$ cat config.mk
export PLATFORM = sky130hd
export DESIGN_NAME = swervolf_sevseg_ctrl
export DESIGN_NICKNAME = d
export VERILOG_FILES = /design/src/rtl/swervolf_sevseg_pkg.sv /design/src/rtl/swervolf_sevseg_scan.sv /design/src/rtl/swervolf_sevseg_ctrl.sv
export SDC_FILE = /design/constraint.sdc
export NUM_CORES = 1
export LEC_CHECK = 0
export ABC_CLOCK_PERIOD_IN_PS = 2800
export CORE_MARGIN = 2
export CORE_UTILIZATION = 30
export DETAILED_ROUTE_END_ITERATION = 16
export PLACE_DENSITY = 0.57
export SLEW_MARGIN = 5
export SYNTH_ARGS = -nofsm -noshare
export SYNTH_HDL_FRONTEND = slang
export SYNTH_SLANG_ARGS = --single-unit
$ cat constraint.sdc
create_clock -name i_clk -period 2.8 [get_ports i_clk]
set_clock_uncertainty 0.05 [all_clocks]
set_input_delay 0.56 -clock i_clk [delete_from_list [all_inputs] [get_ports i_clk]]
set_output_delay 0.56 -clock i_clk [all_outputs]
set_load 0.03 [all_outputs]
$ cat src/rtl/swervolf_sevseg_pkg.sv
// Shared definitions for the SweRVolf seven-segment display controller:
// register word indices, reset constants and the hex-to-segment table.
package swervolf_sevseg_pkg;

    // Wishbone word indices (i_wb_adr[5:2]); words 0..7 hold digit bytes
    localparam logic [3:0] REG_DIGIT_LAST = 4'd7;
    localparam logic [3:0] REG_CTRL       = 4'd8;
    localparam logic [3:0] REG_EN_MASK    = 4'd9;
    localparam logic [3:0] REG_BLINK_MASK = 4'd10;
    localparam logic [3:0] REG_HEX_MASK   = 4'd11;
    localparam logic [3:0] REG_STATUS     = 4'd12;

    // Reset values
    localparam logic [7:0] RST_DIGIT  = 8'h00;
    localparam logic       RST_EN     = 1'b0;
    localparam logic [3:0] RST_BRIGHT = 4'hF;

    // Control register fields
    typedef struct packed {
        logic [3:0] bright;
        logic       en;
    } ctrl_t;

    // Hex nibble to segments {a,b,c,d,e,f,g}, 1 = lit
    function automatic logic [6:0] hex2seg(input logic [3:0] nib);
        logic [6:0] s;
        case (nib)
            4'h0:    s = 7'b1111110;
            4'h1:    s = 7'b0110000;
            4'h2:    s = 7'b1101101;
            4'h3:    s = 7'b1111001;
            4'h4:    s = 7'b0110011;
            4'h5:    s = 7'b1011011;
            4'h6:    s = 7'b1011111;
            4'h7:    s = 7'b1110000;
            4'h8:    s = 7'b1111111;
            4'h9:    s = 7'b1111011;
            4'hA:    s = 7'b1110111;
            4'hB:    s = 7'b0011111;
            4'hC:    s = 7'b1001110;
            4'hD:    s = 7'b0111101;
            4'hE:    s = 7'b1001111;
            default: s = 7'b1000111;
        endcase
        return s;
    endfunction

endpackage

$ cat src/rtl/swervolf_sevseg_scan.sv
// Scan timebase: prescaler, digit index, frame counter and blink phase.
// Free-running after reset and never touched by bus activity.
module swervolf_sevseg_scan #(
    parameter int unsigned N_DIGITS  = 8,
    parameter int unsigned CLK_DIV   = 1024,
    parameter int unsigned BLINK_DIV = 64,
    localparam int unsigned IW = (N_DIGITS > 1) ? $clog2(N_DIGITS) : 1
) (
    input  logic          i_clk,
    input  logic          i_rst,
    output logic [IW-1:0] idx,
    output logic [3:0]    pwm_slice,
    output logic          phase
);

    localparam int unsigned PW = $clog2(CLK_DIV);
    localparam int unsigned FW = (BLINK_DIV > 1) ? $clog2(BLINK_DIV) : 1;

    logic [PW-1:0] presc;
    logic [FW-1:0] frame;
    logic          presc_tc;
    logic          idx_tc;
    logic          frame_tc;

    assign presc_tc  = (presc == PW'(CLK_DIV - 1));
    assign idx_tc    = (idx == IW'(N_DIGITS - 1));
    assign frame_tc  = (frame == FW'(BLINK_DIV - 1));
    assign pwm_slice = presc[PW-1 -: 4];

    // Advance prescaler every cycle, digit on prescaler wrap, frame on digit wrap
    always_ff @(posedge i_clk) begin
        if (i_rst) begin
            presc <= '0;
            idx   <= '0;
            frame <= '0;
            phase <= 1'b0;
        end else begin
            presc <= presc + PW'(1);
            if (presc_tc) begin
                if (idx_tc) begin
                    idx <= '0;
                    if (frame_tc) begin
                        frame <= '0;
                        phase <= ~phase;
                    end else begin
                        frame <= frame + FW'(1);
                    end
                end else begin
                    idx <= idx + IW'(1);
                end
            end
        end
    end

endmodule

$ cat src/rtl/swervolf_sevseg_ctrl.sv
// Wishbone-mapped, time-multiplexed seven-segment display controller.
// Optional hex decoding per digit is enabled by SWERVOLF_SEVSEG_HEX_DECODE_EN;
// without it segments are always raw and HEX_MASK reads as zero.
module swervolf_sevseg_ctrl
    import swervolf_sevseg_pkg::*;
#(
    parameter int unsigned N_DIGITS       = 8,
    parameter int unsigned CLK_DIV        = 1024,
    parameter int unsigned BLINK_DIV      = 64,
    parameter bit          AN_ACTIVE_LOW  = 1'b1,
    parameter bit          SEG_ACTIVE_LOW = 1'b1
) (
    input  logic                i_clk,
    input  logic                i_rst,
    input  logic [5:0]          i_wb_adr,
    input  logic [31:0]         i_wb_dat,
    input  logic [3:0]          i_wb_sel,
    input  logic                i_wb_we,
    input  logic                i_wb_cyc,
    input  logic                i_wb_stb,
    output logic [31:0]         o_wb_rdt,
    output logic                o_wb_ack,
    output logic [N_DIGITS-1:0] o_an,
    output logic [7:0]          o_seg
);

    localparam int unsigned IW = (N_DIGITS > 1) ? $clog2(N_DIGITS) : 1;

    logic [7:0]          digit [N_DIGITS];
    ctrl_t               ctrl;
    logic [N_DIGITS-1:0] en_mask;
    logic [N_DIGITS-1:0] blink_mask;
    logic [N_DIGITS-1:0] hex_mask;

    logic [IW-1:0]       idx;
    logic [3:0]          pwm_slice;
    logic                phase;

    logic                bus_req;
    logic                wr_en;
    logic [3:0]          word;
    logic [31:0]         rd_data;

    logic                lit;
    logic [7:0]          seg_lit;
    logic [N_DIGITS-1:0] an_on;
    logic                unused_adr;

    assign bus_req    = i_wb_cyc & i_wb_stb & ~o_wb_ack;
    assign wr_en      = bus_req & i_wb_we;
    assign word       = i_wb_adr[5:2];
    assign unused_adr = &{1'b0, i_wb_adr[1:0]};

    swervolf_sevseg_scan #(
        .N_DIGITS  (N_DIGITS),
        .CLK_DIV   (CLK_DIV),
        .BLINK_DIV (BLINK_DIV)
    ) u_scan (
        .i_clk     (i_clk),
        .i_rst     (i_rst),
        .idx       (idx),
        .pwm_slice (pwm_slice),
        .phase     (phase)
    );

    // Register writes, each byte gated by its lane select
    always_ff @(posedge i_clk) begin
        if (i_rst) begin
            for (int unsigned d = 0; d < N_DIGITS; d++) begin
                digit[d] <= RST_DIGIT;
            end
            ctrl.en     <= RST_EN;
            ctrl.bright <= RST_BRIGHT;
            en_mask     <= '1;
            blink_mask  <= '0;
        end else if (wr_en) begin
            for (int unsigned d = 0; d < N_DIGITS; d++) begin
                if (word == 4'(d / 4) && i_wb_sel[d % 4]) begin
                    digit[d] <= i_wb_dat[8*(d % 4) +: 8];
                end
            end
            if (word == REG_CTRL && i_wb_sel[0]) begin
                ctrl.en     <= i_wb_dat[0];
                ctrl.bright <= i_wb_dat[7:4];
            end
            for (int unsigned i = 0; i < N_DIGITS; i++) begin
                if (word == REG_EN_MASK && i_wb_sel[i / 8]) begin
                    en_mask[i] <= i_wb_dat[i];
                end
                if (word == REG_BLINK_MASK && i_wb_sel[i / 8]) begin
                    blink_mask[i] <= i_wb_dat[i];
                end
            end
        end
    end

`ifdef SWERVOLF_SEVSEG_HEX_DECODE_EN
    // Hex-decode mask, writable only when decoding is built in
    always_ff @(posedge i_clk) begin
        if (i_rst) begin
            hex_mask <= '0;
        end else if (wr_en && word == REG_HEX_MASK) begin
            for (int unsigned i = 0; i < N_DIGITS; i++) begin
                if (i_wb_sel[i / 8]) begin
                    hex_mask[i] <= i_wb_dat[i];
                end
            end
        end
    end
`else
    assign hex_mask = '0;
`endif

    // Read multiplexer; unmapped words and absent digits return zero
    always_comb begin
        rd_data = '0;
        if (word <= REG_DIGIT_LAST) begin
            for (int unsigned d = 0; d < N_DIGITS; d++) begin
                if (word == 4'(d / 4)) begin
                    rd_data[8*(d % 4) +: 8] = digit[d];
                end
            end
        end else begin
            case (word)
                REG_CTRL:       rd_data = {24'b0, ctrl.bright, 3'b0, ctrl.en};
                REG_EN_MASK:    rd_data = 32'(en_mask);
                REG_BLINK_MASK: rd_data = 32'(blink_mask);
                REG_HEX_MASK:   rd_data = 32'(hex_mask);
                REG_STATUS:     rd_data = {23'b0, phase, 3'b0, 5'(idx)};
                default:        rd_data = '0;
            endcase
        end
    end

    // Single-wait-state acknowledge with registered read data
    always_ff @(posedge i_clk) begin
        if (i_rst) begin
            o_wb_ack <= 1'b0;
            o_wb_rdt <= '0;
        end else begin
            o_wb_ack <= bus_req;
            if (bus_req) begin
                o_wb_rdt <= rd_data;
            end
        end
    end

    // Decide whether the current digit is lit and what it shows
    always_comb begin
        seg_lit = digit[idx];
        if (hex_mask[idx]) begin
            seg_lit = {digit[idx][7], hex2seg(digit[idx][3:0])};
        end
        lit = ctrl.en & en_mask[idx] & ~(blink_mask[idx] & phase)
            & (pwm_slice <= ctrl.bright);
        an_on = '0;
        if (lit) begin
            an_on[idx] = 1'b1;
        end
    end

    // Output flops: anode and segments change together on the same edge
    always_ff @(posedge i_clk) begin
        if (i_rst) begin
            o_an  <= {N_DIGITS{AN_ACTIVE_LOW}};
            o_seg <= {8{SEG_ACTIVE_LOW}};
        end else begin
            o_an  <= an_on ^ {N_DIGITS{AN_ACTIVE_LOW}};
            o_seg <= (lit ? seg_lit : 8'h00) ^ {8{SEG_ACTIVE_LOW}};
        end
    end

endmodule

# [Yosys cells after proc, flatten, opt, wreduce, memory -nomap -nowiden]
# Memories as Yosys holds them, arrays and structs flattened. A register that Yosys moved wholly into a read port is not among the register bits.
# Cells that the tools add are included.
# W data, S select, Z words.
[op_classes] bitwise=20 eq_ne=8 reduce_logical=18 magnitude_cmp=4 addsub=3 n_mux=68
[ops] operator="$mux W8" count=18
[ops] operator="$mux W1" count=38
[ops] operator="$pmux W9 S4" count=1
[ops] operator="$mux W32" count=1
[ops] operator="$eq A4 B4 Y1 const B" count=4
[ops] operator="$not A8 Y8" count=2
[ops] operator="$mux W3" count=5
[ops] operator="$logic_and A1 B1 Y1" count=12
[ops] operator="$add A10 B1 Y10 const B" count=1
[ops] operator="$eq A10 B10 Y1 const B" count=1
[ops] operator="$or A1 B1 Y1" count=8
[ops] operator="$reduce_and A2 Y1" count=4
[ops] operator="$and A1 B1 Y1" count=7
[ops] operator="$mux W7" count=1
[ops] operator="$add A6 B1 Y6 const B" count=1
[ops] operator="$bmux W1 S3" count=2
[ops] operator="$eq A6 B6 Y1 const B" count=1
[ops] operator="$mux W6" count=1
[ops] operator="$eq A4 B1 Y1 const B" count=1
[ops] operator="$le A4 B3 Y1 const B" count=1
[ops] operator="$le A4 B4 Y1" count=1
[ops] operator="$logic_not A4 Y1" count=1
[ops] operator="$lt A3 B4 Y1 const B" count=1
[ops] operator="$add A3 B1 Y3 const B" count=1
[ops] operator="5 further kinds" count=7
[totals] ram_bits=64 inputBits=47 output_inout_bits=49 n_memories=3 mem_bits_ro=120 elab_cells=136 ff_bits=90
[memory_table] name="(no name shown)" depth=16 word_bits=7 read_ports=1 rd_clocked_by_memory_dff=0 wr=0 line_no="swervolf_sevseg_pkg.sv:27" source="case (nib)"
[memory_table] name="digit" depth=8 word_bits=8 read_ports=9 rd_clocked_by_memory_dff=1 wr=8 line_no="swervolf_sevseg_ctrl.sv:29" source="logic [7:0] digit [N_DIGITS];"
[memory_table] name="(no name shown)" depth=8 word_bits=1 read_ports=1 rd_clocked_by_memory_dff=1 wr=0 line_no="swervolf_sevseg_ctrl.sv:151" source="if (hex_mask[idx]) begin"

# [Logic depth before layout (Yosys ltp)]
[depth] ltp_word=8 mapped_depth=7 mapped_depth_nobuf=6

# [Cells and area by module]
# A second synthesis with hierarchy kept.
[unflattened] cells_unflattened=615 hier_area_um2=7020.5
[modules_own_cells] module="swervolf_sevseg_ctrl" seq_area_each_um2=3323.2 area_per_inst_um2=6110.9 cells_each=514 instances=1
[modules_own_cells] module="swervolf_sevseg_scan" seq_area_each_um2=400.4 area_per_inst_um2=909.6 cells_each=101 instances=1

# [Worst setup path before layout]
# OpenSTA, ideal clock, no wires.
[synth_path] path_kind="input port to flip-flop" start="input i_wb_adr[2]" end="memory digit[4][0], enable pin" arrival_ns=1.760 setup_time_ns=0.384 path_buffers=1 path_stages=4 path_slack_ns=0.606 t_required_ns=2.366 path_cell_list="buf_2 nor2b_1 nand2_1 o21ai_0"
[synth_lines] element="start, declared" line_no="swervolf_sevseg_ctrl.sv:15" source="input logic [5:0] i_wb_adr,"
[synth_lines] element="end, declared" line_no="swervolf_sevseg_ctrl.sv:29"

# [Final worst setup path]
[layout_path] start="register u_scan.idx[1]" end="register o_an[1]"
[layout_via] elab_chain_cells=8 elab_cells_between_ends=16 cone_classes="order compare (2); mux (7); bitwise (6); reduce/logical (1)"
[layout_rtl] element="start, declared" line_no="swervolf_sevseg_scan.sv:11" source="output logic [IW-1:0] idx,"
[layout_rtl] element="start signal, assigned" line_no="swervolf_sevseg_scan.sv:49" source="idx <= idx + IW'(1);"
[layout_rtl] element="$bmux W1 S3" line_no="swervolf_sevseg_ctrl.sv:154" source="lit = ctrl.en & en_mask[idx] & ~(blink_mask[idx] & phase)"
[layout_rtl] element="$mux W1 (implied by the code)" line_no="swervolf_sevseg_ctrl.sv:154"
[layout_rtl] element="$and A1 B1 Y1" line_no="swervolf_sevseg_ctrl.sv:154"
[layout_rtl] element="$not A1 Y1" line_no="swervolf_sevseg_ctrl.sv:154"
[layout_rtl] element="$and A1 B1 Y1" line_no="swervolf_sevseg_ctrl.sv:154"
[layout_rtl] element="$and A1 B1 Y1" line_no="swervolf_sevseg_ctrl.sv:155" source="& (pwm_slice <= ctrl.bright);"
[layout_rtl] element="$mux W8 (*)" line_no="swervolf_sevseg_ctrl.sv:157" source="if (lit) begin"
[layout_rtl] element="$not A8 Y8 (no source line) (*)"
[layout_rtl] element="end signal, assigned" line_no="swervolf_sevseg_ctrl.sv:165" source="o_an <= {N_DIGITS{AN_ACTIVE_LOW}};"
[layout_rtl] element="end signal, assigned" line_no="swervolf_sevseg_ctrl.sv:168" source="o_an <= an_on ^ {N_DIGITS{AN_ACTIVE_LOW}};"
[layout_rtl] element="end, declared" line_no="swervolf_sevseg_ctrl.sv:23" source="output logic [N_DIGITS-1:0] o_an,"
# Mark *: on every way between the ends. The rest lies on a longest branch, timed or not. The select of a mux whose other input is x is not followed.
# A chain may end at the register's enable or synchronous reset.

==> flow_summary.ini <==
[sta]
worst_pin_slew_ns = 0.701
period_needed_ns = 2.29
final-hold-violation-count = 0
setup_viol = 0
timing.fmax_mhz = 437
whs_ns = 0.401
final.setup.worst_slack_ns = 0.512
rsz0062_at_grt = no
drv_slew = 0
finalSetupTns_ns = 0
post-route-period-util_pct = 81.7
slew_headroom_pct = 53.1

[floorplan]
die_w_um = 157
initial_utilization_pct = 30.3
coreArea_um2 = 23300
std_cell_rows = 56
ios = 96
fp.dieArea_um2 = 24800
die_h_um = 157

[placed_design]
dp_hpwl_um = 14100
place_congestion = 0.811
pre_cts_slack_ns = 0.204
io_buffers = 93
placed_cells = 1039

[setup_path]
cp.arrival_ns = 2.50
start_kind = flop
path_max_fanout = 16
r2r_cells = 4
timing.rr.end = o_an[1]
path_class = reg2reg
end_kind = flop
r2r_slack_ns = 0.51
cp.required_ns = 3.01
r2r_start = u_scan.idx[1]

[synth]
synth_edf_count = 64
synthSimpleGateAreaFrac_pct = 20.7
synth_top_family_by_area = simple AND/OR/NAND/NOR gates
synth_fa_ha_area_share_pct = 1.42
syn-num-nets = 689
synth_xor_area_share_pct = 0.993
synth_cells = 634
syn_area_per_cell_um2 = 11.1
ys_seq_elements = 157
syn_area_um2 = 7050
async_reset_ff_share_pct = 0
synth-compound-area-share_pct = 7.73
ys_warn_count = 0
synth.distinct_cells = 51
synth_top_flop_cell = dfxtp_1
ys_seq_area_share_pct = 53.6
muxShareOfSynthArea_pct = 12.4

[detailed_routing]
routed_wl_um = 19200
drt-wirelength-per-cell_um = 17.9
antenna_left = 0
firstDrtPassIters = 4
drc = 0
num_vias = 5267
drtIter0Drc = 453
via_per_inst = 4.91

[clock_tree]
cts_tree = done
insertion_delay_ns = 0.43
clkTransAtPathRegs_ns = 0.07
post_cts_buffers = 0
holdBufCountCts = 0
cts_root_buf = clkbuf_16
cts.sinks = 157
numCtsBuffers = 17
cts-resized-gates = 0
cts_max_path_buffers = 2
ctsHtreeMaxLevel = 4

[power_and_ir_drop]
irDropWorstVdd_mv = 0.282
power.density_nw_per_um2 = 563
leakagePower_nw = 3.32

[hold_path]
hold_end = u_scan.presc[0]
whs_path_depth = 1
hold_path_class = reg2reg
hold_path.startpoint = u_scan.presc[0]

[cells_and_area]
instances_no_fill = 1072
synthToLayoutAreaGrowth_pct = 28.5
n_fill_cell = 2280
nets = 794
drive_gt1_share_pct = 13.4
fin_util_pct = 39.0

[grt]
grt.overflow.total = 0
grt_antenna_before_repair = 1
grt_max_degree = 80
grt_usage_pct = 16.1
grt_pass1_vias = 5209
grt_pass1_wl_um = 30000

[run_status]
status = complete, no violations

[flow_run]
drv_cap = 0
worst max-delay path by stage:
stage,start,slack (ns),end
5_1_grt,u_scan.idx[1],0.38,u_scan.frame[3]
3_3_place_gp,i_wb_adr[5],0.26,digit[1][1]
3_5_place_dp,i_wb_adr[2],0.20,digit[7][2]
4_1_cts,u_scan.idx[1],0.51,o_an[1]
6_report,u_scan.idx[1],0.51,o_an[1]
2_1_floorplan,i_wb_adr[2],0.61,digit[4][0]
critical path, stage by stage (launching register included):
cell and delay (ns):
dfxtp_1 0.64, mux4_2 0.57, a2bb2oi_1 0.14, nand3_1 0.48, nand4_1 0.23
where the power goes:
group	switching, W	internal [W]
Sequential	0.0000419	0.00245
Combinational	0.000233	0.000187
Clock	0.00103	0.00116
cell type report:
class	count	area (um^2)	share of cell area (%)
tap	319	399	4.40
multi-input combinational	424	3070	33.8
antenna	1	2.50	0.0276
inverter	10	37.5	0.414
clock inverter	15	129	1.42
timing repair buffer	129	1220	13.5
sequential	157	3780	41.7
clock buffer	17	425	4.69
layer usage:
metal	GRT usage (%)	share of wire, %
met1	22.8	48
met5	0	0
met3	2.34	4.5
met4	5.32	1.5
met2	25.4	46
placed cells by master (no fill, tap or decap), types with 4 or more instances in the layout:
| master | netlist | final |
|---|---|---|
| a21oi_1 | 17 | 17 |
| a221oi_1 | 22 | 22 |
| a22oi_1 | 8 | 8 |
| a31o_2 | 4 | 4 |
| and2_1 | 32 | 32 |
| and4_1 | 4 | 4 |
| buf_4 | 0 | 34 |
| clkbuf_16 | 0 | 17 |
| clkdlybuf4s50_1 | 0 | 92 |
| clkinv_4 | 0 | 4 |
| dfxtp_1 | 93 | 93 |
| edfxtp_1 | 64 | 64 |
| ha_1 | 8 | 8 |
| inv_1 | 10 | 10 |
| inv_6 | 0 | 4 |
| mux2i_1 | 41 | 41 |
| mux4_2 | 19 | 19 |
| nand2_1 | 32 | 32 |
| nand3_1 | 28 | 28 |
| nand3b_1 | 5 | 5 |
| nand4_1 | 5 | 5 |
| nor2_1 | 67 | 67 |
| nor2b_1 | 40 | 40 |
| nor3_1 | 31 | 31 |
| o21ai_0 | 6 | 6 |
| o221ai_1 | 5 | 5 |
| or3_1 | 8 | 8 |
| xnor2_1 | 6 | 6 |
flip-flops by register name, summed over array words and instances, names as in the netlist, 3 cells and up, named ones only:
register	count
o_an	8
u_scan.presc	10
digit	64
u_scan.idx	3
u_scan.frame	6
o_wb_rdt	32
o_seg	8
en_mask	8
blink_mask	8
ctrl	5
per-stage QoR:
| stage | cell area [um^2] | total power [W] |
|---|---|---|
| after floorplan | 7050 | 0.00275 |
| after global placement | 8510 | 0.00297 |
| after detailed placement | 8510 | 0.00297 |
| after CTS | 9060 | 0.00514 |
| after global routing | 9070 | 0.00527 |
| final | 9070 | 0.00510 |
cells in the mapped netlist, types with 2 or more instances:
library cell / instances / area share, %
inv_1: 10 / 0.53
a221oi_1: 22 / 2.7
nor2_1: 67 / 3.6
nand2_1: 32 / 1.7
ha_1: 8 / 1.4
o221ai_1: 5 / 0.62
and4_1: 4 / 0.50
and3_1: 3 / 0.27
edfxtp_1: 64 / 27
a221o_1: 2 / 0.28
nor3_1: 31 / 2.2
and4b_1: 3 / 0.43
nand4_2: 2 / 0.35
o21ai_0: 6 / 0.43
nand4_1: 5 / 0.44
nor4_1: 3 / 0.27
mux2i_1: 41 / 5.8
a2bb2oi_1: 2 / 0.25
nand3b_1: 5 / 0.53
and2_1: 32 / 2.8
nor2b_1: 40 / 3.5
dfxtp_1: 93 / 26
xor2_1: 2 / 0.25
a22oi_1: 8 / 0.85
o22ai_1: 2 / 0.18
clkbuf_1: 21 / 1.1
mux4_2: 19 / 6.1
nand3_1: 28 / 2.0
buf_1: 5 / 0.27
xnor2_1: 6 / 0.74
or3_1: 8 / 0.71
a31o_2: 4 / 0.50
a21oi_1: 17 / 1.2
buf_2: 17 / 1.2
cells by family (layout without fill, tap and decap cells):
family,Yosys count,count (layout)
buffers and inverters,53,171
adders and majority gates,8,8
muxes,62,62
DFF,157,157
other,0,1
AOI/OAI and AO/OA,74,74
and+or+nand+nor,272,272
xor gates and xnor gates,8,8
Power figures use the tool's default switching activity.
